===== config.mk =====
export PLATFORM = sky130hd
export DESIGN_NAME = vital_alarm_monitor_flat
export DESIGN_NICKNAME = d
export VERILOG_FILES = /design/src/rtl/vital_alarm_monitor_if.sv /design/src/rtl/vital_alarm_monitor.sv /design/src/flat_wrapper.sv
export SDC_FILE = /design/constraint.sdc
export NUM_CORES = 1
export LEC_CHECK = 0
export BUFFER_PORTS_ARGS = -buffer_cell sky130_fd_sc_hd__buf_4
export CORE_ASPECT_RATIO = 1.1
export CORE_MARGIN = 5
export CORE_UTILIZATION = 40
export DETAILED_ROUTE_END_ITERATION = 12
export PLACE_DENSITY = 0.67
export SYNTH_ARGS = -nofsm -noshare
export SYNTH_HDL_FRONTEND = slang
export SYNTH_SLANG_ARGS = --single-unit
export TNS_END_PERCENT = 30

===== constraint.sdc =====
create_clock -name clk_1MHz -period 5.1 [get_ports clk_1MHz]
set_input_delay 0.51 -clock clk_1MHz [delete_from_list [all_inputs] [get_ports clk_1MHz]]
set_output_delay 0.51 -clock clk_1MHz [all_outputs]
set_load 0.01 [all_outputs]

===== src/rtl/vital_alarm_monitor_if.sv =====
// Bus between the MAX30100 vital-sign path (master) and the alarm monitor (slave).
// The master drives the raw levels and the operator ack; the slave returns averages and alarms.
interface vital_alarm_monitor_if;
   logic [15:0] heart_rate;
   logic [7:0]  spo2;
   logic        alarm_ack;
   logic [15:0] hr_avg;
   logic [7:0]  spo2_avg;
   logic        avg_valid;
   logic        avg_strobe;
   logic        hr_high_alarm;
   logic        hr_low_alarm;
   logic        spo2_low_alarm;
   logic        alarm_latched;
   logic        sensor_fault;

   modport master (
      output heart_rate, spo2, alarm_ack,
      input  hr_avg, spo2_avg, avg_valid, avg_strobe,
             hr_high_alarm, hr_low_alarm, spo2_low_alarm,
             alarm_latched, sensor_fault
   );

   modport slave (
      input  heart_rate, spo2, alarm_ack,
      output hr_avg, spo2_avg, avg_valid, avg_strobe,
             hr_high_alarm, hr_low_alarm, spo2_low_alarm,
             alarm_latched, sensor_fault
   );
endinterface


===== src/rtl/vital_alarm_monitor.sv =====
// Ticked sampler of heart rate / SpO2 with a 4-deep moving average, persistence-filtered
// threshold alarms, a sticky operator alarm and a no-signal sensor fault.
module vital_alarm_monitor #(
   parameter int unsigned SAMPLE_DIV  = 1000000,
   parameter logic [15:0] HR_HIGH     = 16'd120,
   parameter logic [15:0] HR_LOW      = 16'd40,
   parameter logic [7:0]  SPO2_LOW    = 8'd90,
   parameter int unsigned PERSIST     = 3,
   parameter int unsigned NOSIG_LIMIT = 5
) (
   input  logic                 clk_1MHz,
   input  logic                 rst_n,
   vital_alarm_monitor_if.slave bus
);

   localparam int DIV_W = $clog2(SAMPLE_DIV);
   localparam logic [DIV_W-1:0] DIV_LAST = DIV_W'(SAMPLE_DIV - 1);
   localparam logic [3:0] PERSIST_C = 4'(PERSIST);
   localparam logic [3:0] NOSIG_C   = 4'(NOSIG_LIMIT);

   localparam logic [1:0] ST_FILL  = 2'd0;
   localparam logic [1:0] ST_RUN   = 2'd1;
   localparam logic [1:0] ST_FAULT = 2'd2;

   logic [DIV_W-1:0] divCnt_q, divCnt_d;
   logic             tick;
   logic             noSignal;

   logic [1:0]       state_q, state_d;
   logic [2:0]       fill_q, fill_d;
   logic [3:0]       noSig_q, noSig_d;
   logic [3:0][15:0] hrWin_q, hrWin_d;
   logic [3:0][7:0]  spWin_q, spWin_d;
   logic             eval_q, eval_d;
   logic             enterFault_q, enterFault_d;
   logic             leaveFault_q, leaveFault_d;

   logic [17:0]      hrSum;
   logic [9:0]       spSum;
   logic [15:0]      hrAvgNow;
   logic [7:0]       spAvgNow;
   logic [2:0]       viol;

   logic [2:0][3:0]  bad_q, bad_d, good_q, good_d;
   logic [2:0]       flags_q, flags_d;

   logic [15:0]      hrAvg_q;
   logic [7:0]       spAvg_q;
   logic             avgValid_q, strobe_q, latched_q, fault_q;

   assign tick     = (divCnt_q == DIV_LAST);
   assign divCnt_d = tick ? '0 : divCnt_q + DIV_W'(1);
   assign noSignal = (bus.heart_rate == 16'd0) && (bus.spo2 == 8'd0);

   always_comb begin
      state_d      = state_q;
      fill_d       = fill_q;
      noSig_d      = noSig_q;
      hrWin_d      = hrWin_q;
      spWin_d      = spWin_q;
      eval_d       = 1'b0;
      enterFault_d = 1'b0;
      leaveFault_d = 1'b0;
      if (tick) begin
         if (noSignal) begin
            noSig_d = (noSig_q >= NOSIG_C) ? NOSIG_C : noSig_q + 4'd1;
            if (state_q != ST_FAULT && noSig_d >= NOSIG_C) begin
               state_d      = ST_FAULT;
               fill_d       = '0;
               hrWin_d      = '0;
               spWin_d      = '0;
               enterFault_d = 1'b1;
            end
         end else begin
            noSig_d = '0;
            hrWin_d = {hrWin_q[2:0], bus.heart_rate};
            spWin_d = {spWin_q[2:0], bus.spo2};
            case (state_q)
               ST_FILL: begin
                  fill_d = fill_q + 3'd1;
                  if (fill_q == 3'd3) begin
                     state_d = ST_RUN;
                     eval_d  = 1'b1;
                  end
               end
               ST_RUN: eval_d = 1'b1;
               default: begin
                  // Recovering sample becomes the first entry of a fresh window.
                  state_d      = ST_FILL;
                  fill_d       = 3'd1;
                  hrWin_d      = {48'd0, bus.heart_rate};
                  spWin_d      = {24'd0, bus.spo2};
                  leaveFault_d = 1'b1;
               end
            endcase
         end
      end
   end

   always_ff @(posedge clk_1MHz) begin
      if (rst_n) begin
         divCnt_q     <= '0;
         state_q      <= ST_FILL;
         fill_q       <= '0;
         noSig_q      <= '0;
         hrWin_q      <= '0;
         spWin_q      <= '0;
         eval_q       <= 1'b0;
         enterFault_q <= 1'b0;
         leaveFault_q <= 1'b0;
      end else begin
         divCnt_q     <= divCnt_d;
         state_q      <= state_d;
         fill_q       <= fill_d;
         noSig_q      <= noSig_d;
         hrWin_q      <= hrWin_d;
         spWin_q      <= spWin_d;
         eval_q       <= eval_d;
         enterFault_q <= enterFault_d;
         leaveFault_q <= leaveFault_d;
      end
   end

   assign hrSum = 18'(hrWin_q[0]) + 18'(hrWin_q[1]) + 18'(hrWin_q[2]) + 18'(hrWin_q[3]);
   assign spSum = 10'(spWin_q[0]) + 10'(spWin_q[1]) + 10'(spWin_q[2]) + 10'(spWin_q[3]);
   assign hrAvgNow = hrSum[17:2];
   assign spAvgNow = spSum[9:2];
   assign viol = {spAvgNow < SPO2_LOW, hrAvgNow < HR_LOW, hrAvgNow > HR_HIGH};

   // Each flag needs PERSIST consecutive agreeing averages before it changes.
   always_comb begin
      bad_d   = bad_q;
      good_d  = good_q;
      flags_d = flags_q;
      if (enterFault_q) begin
         bad_d   = '0;
         good_d  = '0;
         flags_d = '0;
      end else if (eval_q) begin
         for (int i = 0; i < 3; i++) begin
            if (viol[i]) begin
               good_d[i] = '0;
               bad_d[i]  = (bad_q[i] >= PERSIST_C) ? PERSIST_C : bad_q[i] + 4'd1;
               if (bad_d[i] == PERSIST_C) flags_d[i] = 1'b1;
            end else begin
               bad_d[i]  = '0;
               good_d[i] = (good_q[i] >= PERSIST_C) ? PERSIST_C : good_q[i] + 4'd1;
               if (good_d[i] == PERSIST_C) flags_d[i] = 1'b0;
            end
         end
      end
   end

   always_ff @(posedge clk_1MHz) begin
      if (rst_n) begin
         bad_q      <= '0;
         good_q     <= '0;
         flags_q    <= '0;
         hrAvg_q    <= '0;
         spAvg_q    <= '0;
         avgValid_q <= 1'b0;
         strobe_q   <= 1'b0;
         latched_q  <= 1'b0;
         fault_q    <= 1'b0;
      end else begin
         bad_q    <= bad_d;
         good_q   <= good_d;
         flags_q  <= flags_d;
         strobe_q <= eval_q;
         if (eval_q) begin
            hrAvg_q    <= hrAvgNow;
            spAvg_q    <= spAvgNow;
            avgValid_q <= 1'b1;
         end
         if (enterFault_q) begin
            avgValid_q <= 1'b0;
            fault_q    <= 1'b1;
         end
         if (leaveFault_q) fault_q <= 1'b0;
         if (|flags_q) latched_q <= 1'b1;
         else if (bus.alarm_ack) latched_q <= 1'b0;
      end
   end

   assign bus.hr_avg         = hrAvg_q;
   assign bus.spo2_avg       = spAvg_q;
   assign bus.avg_valid      = avgValid_q;
   assign bus.avg_strobe     = strobe_q;
   assign bus.hr_high_alarm  = flags_q[0];
   assign bus.hr_low_alarm   = flags_q[1];
   assign bus.spo2_low_alarm = flags_q[2];
   assign bus.alarm_latched  = latched_q;
   assign bus.sensor_fault   = fault_q;

endmodule


===== src/flat_wrapper.sv =====
// flat-port wrapper written by rule: the top's interface ports become plain ports
module vital_alarm_monitor_flat 
#(
   parameter int unsigned SAMPLE_DIV  = 1000000,
   parameter logic [15:0] HR_HIGH     = 16'd120,
   parameter logic [15:0] HR_LOW      = 16'd40,
   parameter logic [7:0]  SPO2_LOW    = 8'd90,
   parameter int unsigned PERSIST     = 3,
   parameter int unsigned NOSIG_LIMIT = 5
)
  (clk_1MHz, rst_n, bus_heart_rate, bus_spo2, bus_alarm_ack, bus_hr_avg, bus_spo2_avg, bus_avg_valid, bus_avg_strobe, bus_hr_high_alarm, bus_hr_low_alarm, bus_spo2_low_alarm, bus_alarm_latched, bus_sensor_fault);
  vital_alarm_monitor_if bus_i ();
  input  logic clk_1MHz;
  input  logic rst_n;
  input wire logic [$bits(bus_i.heart_rate)-1:0] bus_heart_rate;
  input wire logic [$bits(bus_i.spo2)-1:0] bus_spo2;
  input wire logic [$bits(bus_i.alarm_ack)-1:0] bus_alarm_ack;
  output wire logic [$bits(bus_i.hr_avg)-1:0] bus_hr_avg;
  output wire logic [$bits(bus_i.spo2_avg)-1:0] bus_spo2_avg;
  output wire logic [$bits(bus_i.avg_valid)-1:0] bus_avg_valid;
  output wire logic [$bits(bus_i.avg_strobe)-1:0] bus_avg_strobe;
  output wire logic [$bits(bus_i.hr_high_alarm)-1:0] bus_hr_high_alarm;
  output wire logic [$bits(bus_i.hr_low_alarm)-1:0] bus_hr_low_alarm;
  output wire logic [$bits(bus_i.spo2_low_alarm)-1:0] bus_spo2_low_alarm;
  output wire logic [$bits(bus_i.alarm_latched)-1:0] bus_alarm_latched;
  output wire logic [$bits(bus_i.sensor_fault)-1:0] bus_sensor_fault;
  assign bus_i.heart_rate = bus_heart_rate;
  assign bus_i.spo2 = bus_spo2;
  assign bus_i.alarm_ack = bus_alarm_ack;
  assign bus_hr_avg = bus_i.hr_avg;
  assign bus_spo2_avg = bus_i.spo2_avg;
  assign bus_avg_valid = bus_i.avg_valid;
  assign bus_avg_strobe = bus_i.avg_strobe;
  assign bus_hr_high_alarm = bus_i.hr_high_alarm;
  assign bus_hr_low_alarm = bus_i.hr_low_alarm;
  assign bus_spo2_low_alarm = bus_i.spo2_low_alarm;
  assign bus_alarm_latched = bus_i.alarm_latched;
  assign bus_sensor_fault = bus_i.sensor_fault;
  vital_alarm_monitor #(.SAMPLE_DIV(SAMPLE_DIV), .HR_HIGH(HR_HIGH), .HR_LOW(HR_LOW), .SPO2_LOW(SPO2_LOW), .PERSIST(PERSIST), .NOSIG_LIMIT(NOSIG_LIMIT)) u_core (.clk_1MHz(clk_1MHz), .rst_n(rst_n), .bus(bus_i));
endmodule

==> results of run 1 <==
## routing by layer
| layer | vias up | wire length [µm] |
|---|---|---|
| met5 | - | 0 |
| met3 | 21 | 713 |
| met1 | 3378 | 10300 |
| met2 | 110 | 8930 |
| li1 | 3775 | - |
| met4 | 0 | 249 |
## repair_timing
action | CTS | global route
setup endpoints to repair | 3 | 10
resized for setup | 0 | 12
pin swaps | 2 | 11
setup buffers | 0 | 2
## cell usage in the layout, fill, tap and decap left out, types with 8 or more instances in the layout
cell type  instances
clkbuf_16         17
nand3_1           39
ha_1              58
a32o_1             8
nand2b_1          13
buf_4             65
a21oi_1           69
nand2_1           57
nor4_1            12
a22o_1            83
fa_1              25
mux2i_1           13
a21o_1            16
nor2_1            79
o21ai_0           34
nor3_1            16
inv_1            111
xnor2_1           28
dfxtp_1          181
and3_1            19
xor2_1            28
## per-stage QoR
step / power, W / instance area, µm² / worst slack, ns
2_1_floorplan: 0.00149 / 9630 / 0.460
3_3_place_gp: 0.00152 / 10300 / 0.126
3_5_place_dp: 0.00152 / 10300 / 0.000792
4_1_cts: 0.00285 / 10900 / 0.00206
5_1_grt: 0.00292 / 10900 / 0.0109
6_report: 0.00282 / 10900 / 0.232
## power by group
| group | internal [W] | switching [W] | total (W) |
|---|---|---|---|
| sequential | 0.00143 | 0.00000192 | 0.00143 |
| clock | 0.000739 | 0.000596 | 0.00133 |
| combinational | 0.0000176 | 0.0000332 | 0.0000508 |
| total | 0.00219 | 0.000631 | 0.00282 |
## cell usage after synthesis (all sizes together) (2+ instances only)
| master | count | area [µm²] |
|---|---|---|
| a21boi | 6 | 45.1 |
| nor4 | 14 | 109 |
| a311oi | 2 | 23.8 |
| a21o | 16 | 120 |
| o21bai | 7 | 52.6 |
| o311a | 2 | 21.3 |
| nand3b | 3 | 22.5 |
| a22oi | 2 | 15.0 |
| a211oi | 8 | 77.6 |
| nor2 | 80 | 300 |
| fa | 26 | 521 |
| nor3 | 17 | 96.4 |
| o31ai | 6 | 73.8 |
| a31oi | 5 | 31.3 |
| xnor2 | 28 | 245 |
| a21oi | 74 | 393 |
| and2 | 7 | 43.8 |
| nand4 | 7 | 43.8 |
| a221oi | 2 | 17.5 |
| o22ai | 3 | 18.8 |
| and3 | 20 | 126 |
| a22o | 83 | 727 |
| o31a | 2 | 18.8 |
| mux2 | 2 | 22.5 |
| nor2b | 8 | 57.6 |
| nand3 | 39 | 195 |
| clkbuf | 19 | 71.3 |
| nand2b | 13 | 81.3 |
| buf | 26 | 138 |
| or2 | 5 | 31.3 |
| mux2i | 13 | 130 |
| o21ai | 35 | 175 |
| o211ai | 3 | 22.5 |
| a32o | 8 | 80.1 |
| xor2 | 28 | 245 |
| nand2 | 59 | 226 |
| ha | 60 | 751 |
| nor3b | 2 | 15.0 |
| o21a | 7 | 53.8 |
| inv | 112 | 420 |
| dfxtp | 183 | 3660 |
| o2bb2ai | 2 | 17.5 |
| nand4b | 2 | 23.8 |
## final timing paths
check | cells past startpoint | slack (ns) | to | from
max | 22 | 0.23 | u_core.good_q[5]$_SDFFE_PP0P_ | u_core.hrWin_q[0]$_SDFFE_PP0P_
min | 2 | 0.29 | u_core.spWin_q[6]$_SDFFE_PP0P_ | bus_spo2[6]
min reg2reg | 1 | 0.40 | u_core.bus.sensor_fault$_SDFFE_PP0P_ | u_core.leaveFault_q$_SDFF_PP0_
max reg2reg | 22 | 0.23 | u_core.good_q[5]$_SDFFE_PP0P_ | u_core.hrWin_q[0]$_SDFFE_PP0P_
## flip-flops by register name, indices dropped and copies added, names as in the netlist
register	count
u_core.bad_q	12
u_core.bus.alarm_latched	1
u_core.bus.avg_strobe	1
u_core.bus.avg_valid	1
u_core.bus.hr_avg	16
u_core.bus.sensor_fault	1
u_core.bus.spo2_avg	8
u_core.divCnt_q	20
u_core.enterFault_q	1
u_core.eval_q	1
u_core.fill_q	3
u_core.flags_q	3
u_core.good_q	12
u_core.hrWin_q	64
u_core.leaveFault_q	1
u_core.noSig_q	4
u_core.spWin_q	32
u_core.state_q	2
## critical path, stage by stage, from the launching register on
cell and delay [ns]:
dfxtp_2 0.33, ha_2 0.19, inv_1 0.07, fa_2 0.20
nor2b_1 0.05, o31a_1 0.31, o211ai_1 0.24, a21o_1 0.22
a31oi_4 0.11, a21o_1 0.19, a21oi_2 0.16, xor2_1 0.25
fa_1 0.47, inv_2 0.08, ha_4 0.23, a21oi_4 0.15
a21boi_1 0.11, a311oi_2 0.28, o31ai_2 0.11, xor2_1 0.17
nor4_2 0.34, nand4b_2 0.23, a32o_1 0.26
## area by class of cell
type                       count  area (µm²)  share of cell area
multi-input combinational    713        5390               0.492
timing repair buffer          65         488              0.0446
clock inverter                13         163              0.0149
clock buffer                  19         433              0.0396
inverter                     112         420              0.0384
sequential                   183        3670               0.335
tap                          305         382              0.0349
## cells by family after synthesis
kind of cell,share of synthesized area
multiplexers,0.0159
AO/OA/AOI/OAI,0.211
buffers and inverters,0.0654
AND/OR/NAND/NOR,0.145
XOR/XNOR,0.0509
flip-flops,0.381
adder cells (fa/ha/maj),0.132
==> results.tsv, run 1 <==
stage	metric	value	unit
global_route	initial antenna violation count	0	
placed_design	GP Congestion	0.813	
cts	CTS Root Cell	clkbuf_16	
sta	Slew Limit Fails	0	
yosys	synthesized net count	1166	
yosys	top_reg_cell synth	dfxtp_1	
floorplan	Site Rows	59	
floorplan	core area	23700	µm²
drt	average wire per standard cell	14.4	µm
cts	CTS tree	done	
global_route	first-pass GRT wire length	34300	µm
cells_and_area	Non-Filler Instances	1410	
global_route	M3 GR Usage	0.0310	
yosys	Mapped Cells	1053	
global_route	busiest grt layer	met2	
drt	detailed-route wire length	20200	µm
cts	CTS Sinks	183	
drt	router iterations before antenna repair	5	
cts	Clk pin slew, worst setup/hold paths	0.07	ns
drt	routed vias/inst	5.17	
worst_setup_path	Setup CP Type	register to register	
yosys	Yosys reg bits	183	
sta	final setup fails	0	
sta	fmax	205	MHz
drt	Routed Antenna Nets	0	
cells_and_area	fill count	2243	
worst_setup_path	critical path peak fanout	9	
global_route	GR Util met1	0.220	
power	pwr dens	258	nW/µm²
sta	relative slew slack	0.244	
cts	Clock Path Buffers	2	
yosys	synth unique cells	71	
sta	RSZ-0062 raised after global routing	no	
placed_design	placed insts	1376	
cells_and_area	Diodes inserted	0	
worst_setup_path	Worst EP required	5.42	ns
sta	fin crit share	0.954	
sta	Min Hold Slack	0.290	ns
yosys	Post-synth EDFFs	0	
sta	Worst Max-Slew Pin Slew	1.13	ns
min_path	worst hold path type	primary input to register	
yosys	FFs w/ async S/R, synth	0	
yosys	Syn Area/Cell	9.14	µm²
sta	Final min period	4.87	ns
cts	# hold bufs at CTS	0	
global_route	vias in the first global route	7021	
power	P_leak	4.62	nW
yosys	register area share after synthesis	0.381	
floorplan	Horiz. Die Dim	158	µm
power	worst vdd ir	0.202	mV
global_route	largest net degree at the start of global routing	82	
floorplan	# IOs	58	
cells_and_area	Layout area overhead	13.6	%
cells_and_area	layout cells sized above 1	0.121	
sta	Final Hold Viols	0	
yosys	Syn Std Cell Area	9630	µm²
drt	Remaining DRCs	0	
cells_and_area	Final Net Count	1205	
global_route	met2 GRT Util	0.227	
outcome	run status	completed	
cts	Worst-Skew Late Latency	0.44	ns
drt	Iteration-0 DRC Markers	409	
drt	DR vias	7284	
placed_design	Port Buf Inserts	57	
placed_design	DP Wirelength	14600	µm
job	# Max-Cap Violations	0	
worst_setup_path	crit path DAT	5.19	ns
sta	Final Skew	0.0122	ns
global_route	GRT overflow	0	
floorplan	Initial Util	0.406	
cts	H-tree Lvls	4	
yosys	Yosys warning count	0	
worst_setup_path	Crit. End Element	register	
floorplan	Die Area	27300	µm²
cts	clock buffers created by TritonCTS	17	
cells_and_area	Util after Layout	0.462	
floorplan	Die Y	173	µm
sta	Fin Setup TNS	0	ns
global_route	total track usage	0.151	
worst_setup_path	crit path launch type	register	
Power figures use the tool's default switching activity.
==> run 2: changes to the inputs <==
Settings changed: CORE_UTILIZATION 40 to 50, PLACE_DENSITY 0.67 to 0.79.
==> run 2 against run 1 <==
Against the previous run:
- final cell count shrank 4.2%
- critical path depth did not move
- utilization is 11 points higher
- wire length decreased by 0.96%
- hold slack gained 0.0030 ns
- non-clock buffer count fell by 1
- fmax down 0.82%
- via count grew 2.6%
- sequential power about the same
- largest cell class unchanged
==> results.tsv, run 2 (synthesis gave the netlist of run 1 again) <==
stage	metric	value	unit	change
outcome	run status	completed		unchanged
cells_and_area	Final Net Count	1204		was 1205
cts	CTS Sinks	183		unchanged
drt	Iteration-0 DRC Markers	494		was 409
placed_design	GP Congestion	0.846		was 0.813
floorplan	# IOs	58		unchanged
global_route	largest net degree at the start of global routing	59		was 82
sta	fin crit share	0.962		was 0.954
floorplan	core area	19000	µm²	was 23700 µm²
floorplan	Initial Util	0.506		was 0.406
worst_setup_path	Buf/Inv on CP	2		unchanged
sta	Final Hold Viols	0		unchanged
global_route	total track usage	0.186		was 0.151
cells_and_area	area of the multi-input gates	5390	µm²	about the same
power	P_leak	4.64	nW	was 4.62 nW
sta	Final min period	4.91	ns	was 4.87 ns
cts	Clock Path Buffers	2		unchanged
cells_and_area	commonest cells after routing, fill and taps aside	dfxtp_1, inv_1, a22o_1		unchanged
worst_setup_path	top cell family by delay on the critical path	compound AO/OA/AOI/OAI gates		unchanged
cells_and_area	biggest regs	u_core.hrWin_q x64, u_core.spWin_q x32, u_core.divCnt_q x20		unchanged
sta	RSZ-0062 raised after global routing	no		unchanged
power	worst vdd ir	0.233	mV	was 0.202 mV
cts	CTS tree	done		unchanged
drt	average wire per standard cell	14.8	µm	was 14.4 µm
floorplan	Die Y	156	µm	was 173 µm
cts	H-tree Lvls	4		unchanged
drt	routed vias/inst	5.53		was 5.17
sta	fmax	204	MHz	was 205 MHz
cts	clock buffers created by TritonCTS	17		unchanged
drt	router iterations before antenna repair	4		was 5
sta	Final Skew	0.0129	ns	was 0.0122 ns
worst_setup_path	crit path DAT	5.23	ns	was 5.19 ns
placed_design	Port Buf Inserts	57		unchanged
cts	Worst-Skew Late Latency	0.43	ns	was 0.44 ns
floorplan	Site Rows	53		was 59
cts	CTS Root Cell	clkbuf_16		unchanged
cells_and_area	Layout area overhead	13.2	%	was 13.6%
drt	detailed-route wire length	20000	µm	was 20200 µm
sta	Slew Limit Fails	0		unchanged
min_path	worst hold path type	primary input to register		unchanged
cells_and_area	max reg flops	64		unchanged
global_route	initial antenna violation count	0		unchanged
power	pwr dens	261	nW/µm²	was 258 nW/µm²
worst_setup_path	Critical Path Max Stage Delay	0.46	ns	was 0.47 ns
cells_and_area	fill count	1672		was 2243
cells_and_area	commonest non-fill, non-tap cell in the layout	dfxtp_1		unchanged
drt	DR vias	7477		was 7284
worst_setup_path	critical path peak fanout	9		unchanged
worst_setup_path	Setup CP Type	register to register		unchanged
cells_and_area	Register Area	3670	µm²	unchanged
cells_and_area	Diodes inserted	0		unchanged
cells_and_area	Util after Layout	0.573		was 0.462
placed_design	DP Wirelength	14500	µm	was 14600 µm
sta	Fin Setup TNS	0	ns	unchanged
drt	Routed Antenna Nets	0		unchanged
cells_and_area	layout cells sized above 1	0.122		was 0.121
worst_setup_path	crit path launch type	register		unchanged
worst_setup_path	Cell Chain, Critical Path	ha_2, inv_1, fa_2, nor2b_2, o31a_1, o211ai_1, a21o_1, a31oi_4, a21o_1, a21oi_2, xor2_1, fa_1, inv_1, ha_4, a21oi_4, a21boi_1, a311oi_2, o31ai_2, xor2_1, nor4_2, nand4b_2, a32o_1		was ha_2, inv_1, fa_2, nor2b_1, o31a_1, o211ai_1, a21o_1, a31oi_4, a21o_1, a21oi_2, xor2_1, fa_1, inv_2, ha_4, a21oi_4, a21boi_1, a311oi_2, o31ai_2, xor2_1, nor4_2, nand4b_2, a32o_1
sta	final setup fails	0		unchanged
floorplan	Die Area	22100	µm²	was 27300 µm²
sta	relative slew slack	0.271		was 0.244
cells_and_area	register with the highest flop count	u_core.hrWin_q		unchanged
floorplan	Horiz. Die Dim	142	µm	was 158 µm
global_route	vias in the first global route	7264		was 7021
global_route	GRT overflow	0		unchanged
global_route	first-pass GRT wire length	34400	µm	was 34300 µm
drt	Remaining DRCs	0		unchanged
worst_setup_path	slowest CP cell	fa_1		unchanged
worst_setup_path	Worst EP required	5.42	ns	about the same
job	# Max-Cap Violations	0		unchanged
cts	Clk pin slew, worst setup/hold paths	0.07	ns	about the same
worst_setup_path	Crit. End Element	register		unchanged
sta	Worst Max-Slew Pin Slew	1.09	ns	was 1.13 ns
[run 2: cell types whose count changed in the layout (fill, tap and decap cells not counted), sizes merged]
cell      before  now
clkinvlp       2    1
inv          118  116
clkinv         3    4
bufinv         2    3
clkbuf        19   20
buf           65   64
[run 2: metal layers]
metal  GRT usage  share of wire  wire length [µm]
met3      0.0313          0.039               775
met4      0.0652          0.019               389
met5           0              0                 0
met2       0.291           0.46              9170
met1       0.261           0.48              9710
[run 2: worst paths after layout]
path | start | endpoint | slack, ns | cells past startpoint
max reg2reg | u_core.hrWin_q[0]$_SDFFE_PP0P_ | u_core.good_q[4]$_SDFFE_PP0P_ | 0.19 | 22
min | bus_heart_rate[7] | u_core.hrWin_q[7]$_SDFFE_PP0P_ | 0.29 | 2
min reg2reg | u_core.leaveFault_q$_SDFF_PP0_ | u_core.bus.sensor_fault$_SDFFE_PP0P_ | 0.39 | 1
max | u_core.hrWin_q[0]$_SDFFE_PP0P_ | u_core.good_q[4]$_SDFFE_PP0P_ | 0.19 | 22
[run 2: power breakdown]
group | switching [W] | internal (W)
logic | 0.0000321 | 0.0000186
clock network | 0.000562 | 0.000805
registers | 0.00000178 | 0.00143
total | 0.000596 | 0.00225
[run 2: area by class of cell]
class                           count  share of cell area
Timing Repair Buffer               64              0.0452
Inverter                          112              0.0386
Clock inverter                     12              0.0150
Multi-Input combinational cell    713               0.495
Clock buffer                       20              0.0419
Tap cell                          247              0.0283
Sequential cell                   183               0.336
[run 2: worst reg2reg max path, cell delays in order, from the launching register on]
cell,delay (ns)
dfxtp_2,0.34
ha_2,0.20
inv_1,0.07
fa_2,0.22
nor2b_2,0.05
o31a_1,0.33
o211ai_1,0.25
a21o_1,0.22
a31oi_4,0.10
a21o_1,0.21
a21oi_2,0.16
xor2_1,0.25
fa_1,0.46
inv_1,0.12
ha_4,0.24
a21oi_4,0.13
a21boi_1,0.10
a311oi_2,0.27
o31ai_2,0.11
xor2_1,0.17
nor4_2,0.32
nand4b_2,0.22
a32o_1,0.25
[run 2: what timing repair did]
item	in CTS	in global routing
endpoints found under the setup margin	1	10
hold buffers	0	0
setup buffers	0	1
pin swaps	1	8
gates cloned	0	0
hold endpoints to repair	0	0
resized for setup	0	13
[run 2: per-stage QoR]
step                      power, W  hold WS (ns)  worst slack (ns)  instance area [µm²]  std cells
after global routing       0.00295         0.282            0.0200                10900       1351
after floorplan            0.00149         0.373             0.460                 9630       1053
final                      0.00285         0.293             0.192                10900       1351
after detailed placement   0.00152         0.385           0.00888                10200       1318
after global placement     0.00152         0.380             0.181                10200       1318
after CTS                  0.00288         0.275           0.00128                10800       1350
==> run 3: changes to the inputs <==
Settings changed: CAP_MARGIN from default to 5, PLACE_DENSITY 0.79 to default, PLACE_DENSITY_LB_ADDON from default to 0.25, SLEW_MARGIN from default to 20.
==> run 3 against run 2 <==
Against the previous run:
- via count down 2.8%
- non-clock buffer count is 4 higher
- sequential share of layout area grew 0.15 points
- sequential cell count is the same
- clock power is 7% lower
- critical endpoint is now u_core.good_q[5]$_SDFFE_PP0P_
==> results.tsv, run 3 (synthesis gave the netlist of run 1 again) <==
stage	metric	value	unit	change
outcome	run status	completed		unchanged
sta	Slew Limit Fails	0		unchanged
cts	Clk pin slew, worst setup/hold paths	0.07	ns	about the same
sta	final setup fails	0		unchanged
placed_design	Port Buf Inserts	57		unchanged
worst_setup_path	Crit. End Element	register		unchanged
cts	Clock Path Buffers	2		unchanged
worst_setup_path	crit path launch type	register		unchanged
drt	Iteration-0 DRC Markers	409		was 494
global_route	GRT overflow	0		unchanged
cts	CTS Root Cell	clkbuf_16		unchanged
cts	H-tree Lvls	4		unchanged
sta	Final WS setup	0.332	ns	was 0.192 ns
drt	average wire per standard cell	14.6	µm	was 14.8 µm
min_path	Hold EP	u_core.hrWin_q[9]$_SDFFE_PP0P_		was u_core.hrWin_q[7]$_SDFFE_PP0P_
worst_setup_path	Setup CP Type	register to register		unchanged
placed_design	placed insts	1320		was 1318
floorplan	Horiz. Die Dim	142	µm	unchanged
global_route	largest net degree at the start of global routing	61		was 59
power	pwr dens	253	nW/µm²	was 261 nW/µm²
worst_setup_path	crit path DAT	5.09	ns	was 5.23 ns
cells_and_area	commonest cells after routing, fill and taps aside	dfxtp_1, inv_1, a22o_1		unchanged
worst_setup_path	top cell family by delay on the critical path	compound AO/OA/AOI/OAI gates		unchanged
cts	Worst-Skew Late Latency	0.43	ns	about the same
power	P_leak	4.63	nW	was 4.64 nW
placed_design	DP Wirelength	14400	µm	was 14500 µm
cells_and_area	Final Net Count	1208		was 1204
floorplan	Site Rows	53		unchanged
drt	Routed Antenna Nets	0		unchanged
cells_and_area	Layout area overhead	12.7	%	was 13.2%
sta	Worst Max-Slew Pin Slew	0.818	ns	was 1.09 ns
floorplan	core area	19000	µm²	unchanged
cells_and_area	commonest non-fill, non-tap cell in the layout	dfxtp_1		unchanged
min_path	hold wc startpoint	bus_heart_rate[9]		was bus_heart_rate[7]
drt	routed vias/inst	5.36		was 5.53
placed_design	GP Congestion	0.852		was 0.846
sta	Final Skew	0.0141	ns	was 0.0129 ns
cells_and_area	biggest regs	u_core.hrWin_q x64, u_core.spWin_q x32, u_core.divCnt_q x20		unchanged
min_path	hold path depth	2		unchanged
cells_and_area	layout cells sized above 1	0.125		was 0.122
worst_setup_path	FF-to-FF path depth	22		unchanged
placed_design	pre-CTS setup slack	0.0373	ns	was 0.00888 ns
job	# Max-Cap Violations	0		unchanged
cts	CTS Sinks	183		unchanged
min_path	worst hold path type	primary input to register		unchanged
floorplan	# IOs	58		unchanged
global_route	vias in the first global route	6901		was 7264
cells_and_area	register with the highest flop count	u_core.hrWin_q		unchanged
drt	routed wire length on met3	600	µm	was 775 µm
drt	DR vias	7265		was 7477
cells_and_area	max reg flops	64		unchanged
drt	met1 wire length	10200	µm	was 9710 µm
floorplan	Initial Util	0.506		unchanged
worst_setup_path	reg2reg start	u_core.hrWin_q[16]$_SDFFE_PP0P_		was u_core.hrWin_q[0]$_SDFFE_PP0P_
worst_setup_path	critical path peak fanout	9		unchanged
sta	fin crit share	0.935		was 0.962
cells_and_area	Diodes inserted	0		unchanged
sta	relative slew slack	0.454		was 0.271
global_route	initial antenna violation count	0		unchanged
cts	CTS tree	done		unchanged
sta	Final Hold Viols	0		unchanged
floorplan	Die Y	156	µm	unchanged
worst_setup_path	Reg2Reg Capture Point	u_core.good_q[5]$_SDFFE_PP0P_		was u_core.good_q[4]$_SDFFE_PP0P_
cts	clock buffers created by TritonCTS	17		unchanged
cells_and_area	Non-Filler Instances	1355		was 1351
worst_setup_path	reg2reg setup slack	0.33	ns	was 0.19 ns
drt	router iterations before antenna repair	7		was 4
sta	Min Hold Slack	0.288	ns	was 0.293 ns
drt	Remaining DRCs	0		unchanged
cells_and_area	fill count	1698		was 1672
drt	detailed-route wire length	19700	µm	was 20000 µm
sta	fmax	210	MHz	was 204 MHz
global_route	total track usage	0.185		was 0.186
drt	top sig layer	met4		unchanged
worst_setup_path	Critical Path Max Stage Delay	0.50	ns	was 0.46 ns
drt	met2 WL	8630	µm	was 9170 µm
sta	Final min period	4.77	ns	was 4.91 ns
worst_setup_path	Buf/Inv on CP	2		unchanged
power	worst vdd ir	0.237	mV	was 0.233 mV
global_route	first-pass GRT wire length	33800	µm	was 34400 µm
worst_setup_path	Cell Chain, Critical Path	ha_2, inv_1, fa_2, nor2b_2, o31a_1, o211ai_1, a21o_1, a31oi_2, a21o_1, a21oi_2, xor2_2, fa_1, inv_1, ha_4, a21oi_2, a21boi_0, a311oi_2, o31ai_2, xor2_1, nor4_2, nand4b_2, a32o_1		was ha_2, inv_1, fa_2, nor2b_2, o31a_1, o211ai_1, a21o_1, a31oi_4, a21o_1, a21oi_2, xor2_1, fa_1, inv_1, ha_4, a21oi_4, a21boi_1, a311oi_2, o31ai_2, xor2_1, nor4_2, nand4b_2, a32o_1
worst_setup_path	Worst EP required	5.42	ns	about the same
worst_setup_path	slowest CP cell	fa_1		unchanged
floorplan	Die Area	22100	µm²	unchanged
[run 3: where the power goes]
group / internal (W) / switching, W
combinational: 0.0000180 / 0.0000322
sequential: 0.00143 / 0.00000197
clock: 0.000694 / 0.000573
[run 3: worst register-to-register path, stage by stage (launching register included)]
cell,delay [ns]
dfxtp_1,0.35
ha_2,0.20
inv_1,0.06
fa_2,0.35
nor2b_2,0.13
o31a_1,0.17
o211ai_1,0.13
a21o_1,0.22
a31oi_2,0.17
a21o_1,0.16
a21oi_2,0.08
xor2_2,0.19
fa_1,0.50
inv_1,0.06
ha_4,0.27
a21oi_2,0.18
a21boi_0,0.13
a311oi_2,0.23
o31ai_2,0.11
xor2_1,0.17
nor4_2,0.32
nand4b_2,0.22
a32o_1,0.26
[run 3: routing by layer]
layer / vias to the layer above / GRT usage
met2: 102 / 0.279
met3: 20 / 0.0316
met4: 0 / 0.0557
li1: 3777 / -
met5: - / 0
met1: 3366 / 0.273
[run 3: timing repair]
action	4_1_cts	5_1_grt
endpoints found under the setup margin	0	10
endpoints found under the hold margin	0	0
buffers inserted	0	3
hold buffers	0	0
gates resized for setup	0	9
[run 3: how the worst max path moves through the flow]
stage	from	end	slack (ns)	depth (start not counted)
final	u_core.hrWin_q[16]$_SDFFE_PP0P_	u_core.good_q[5]$_SDFFE_PP0P_	0.33	22
after detailed placement	u_core.hrWin_q[0]$_SDFFE_PP0P_	u_core.good_q[5]$_SDFFE_PP0P_	0.04	22
after CTS	u_core.hrWin_q[0]$_SDFFE_PP0P_	u_core.good_q[5]$_SDFFE_PP0P_	0.005	22
after floorplan	u_core.hrWin_q[0]$_SDFFE_PP0P_	u_core.good_q[4]$_SDFFE_PP0P_	0.46	23
after global placement	u_core.hrWin_q[0]$_SDFFE_PP0P_	u_core.good_q[5]$_SDFFE_PP0P_	0.14	22
after global routing	u_core.hrWin_q[16]$_SDFFE_PP0P_	u_core.good_q[5]$_SDFFE_PP0P_	-0.02	22
[run 3: area by class of cell]
class | count | area [µm²] | share of cell area
multi-input cells | 713 | 5380 | 0.496
clock buffers | 20 | 447 | 0.0412
repair buffers | 68 | 510 | 0.0470
flip-flops and latches | 183 | 3660 | 0.338
well taps | 247 | 309 | 0.0285
clock inverters | 12 | 116 | 0.0107
inverters | 112 | 420 | 0.0387
[run 3: through the flow]
stage / TNS [ns] / total power (W) / instance area (µm²) / utilization
floorplan: 0 / 0.00149 / 9630 / -
global placement: 0 / 0.00152 / 10200 / 0.537
detailed placement: 0 / 0.00152 / 10200 / 0.537
CTS: 0 / 0.00278 / 10800 / 0.567
global route: -0.0216 / 0.00284 / 10900 / 0.570
finish: 0 / 0.00275 / 10900 / 0.570
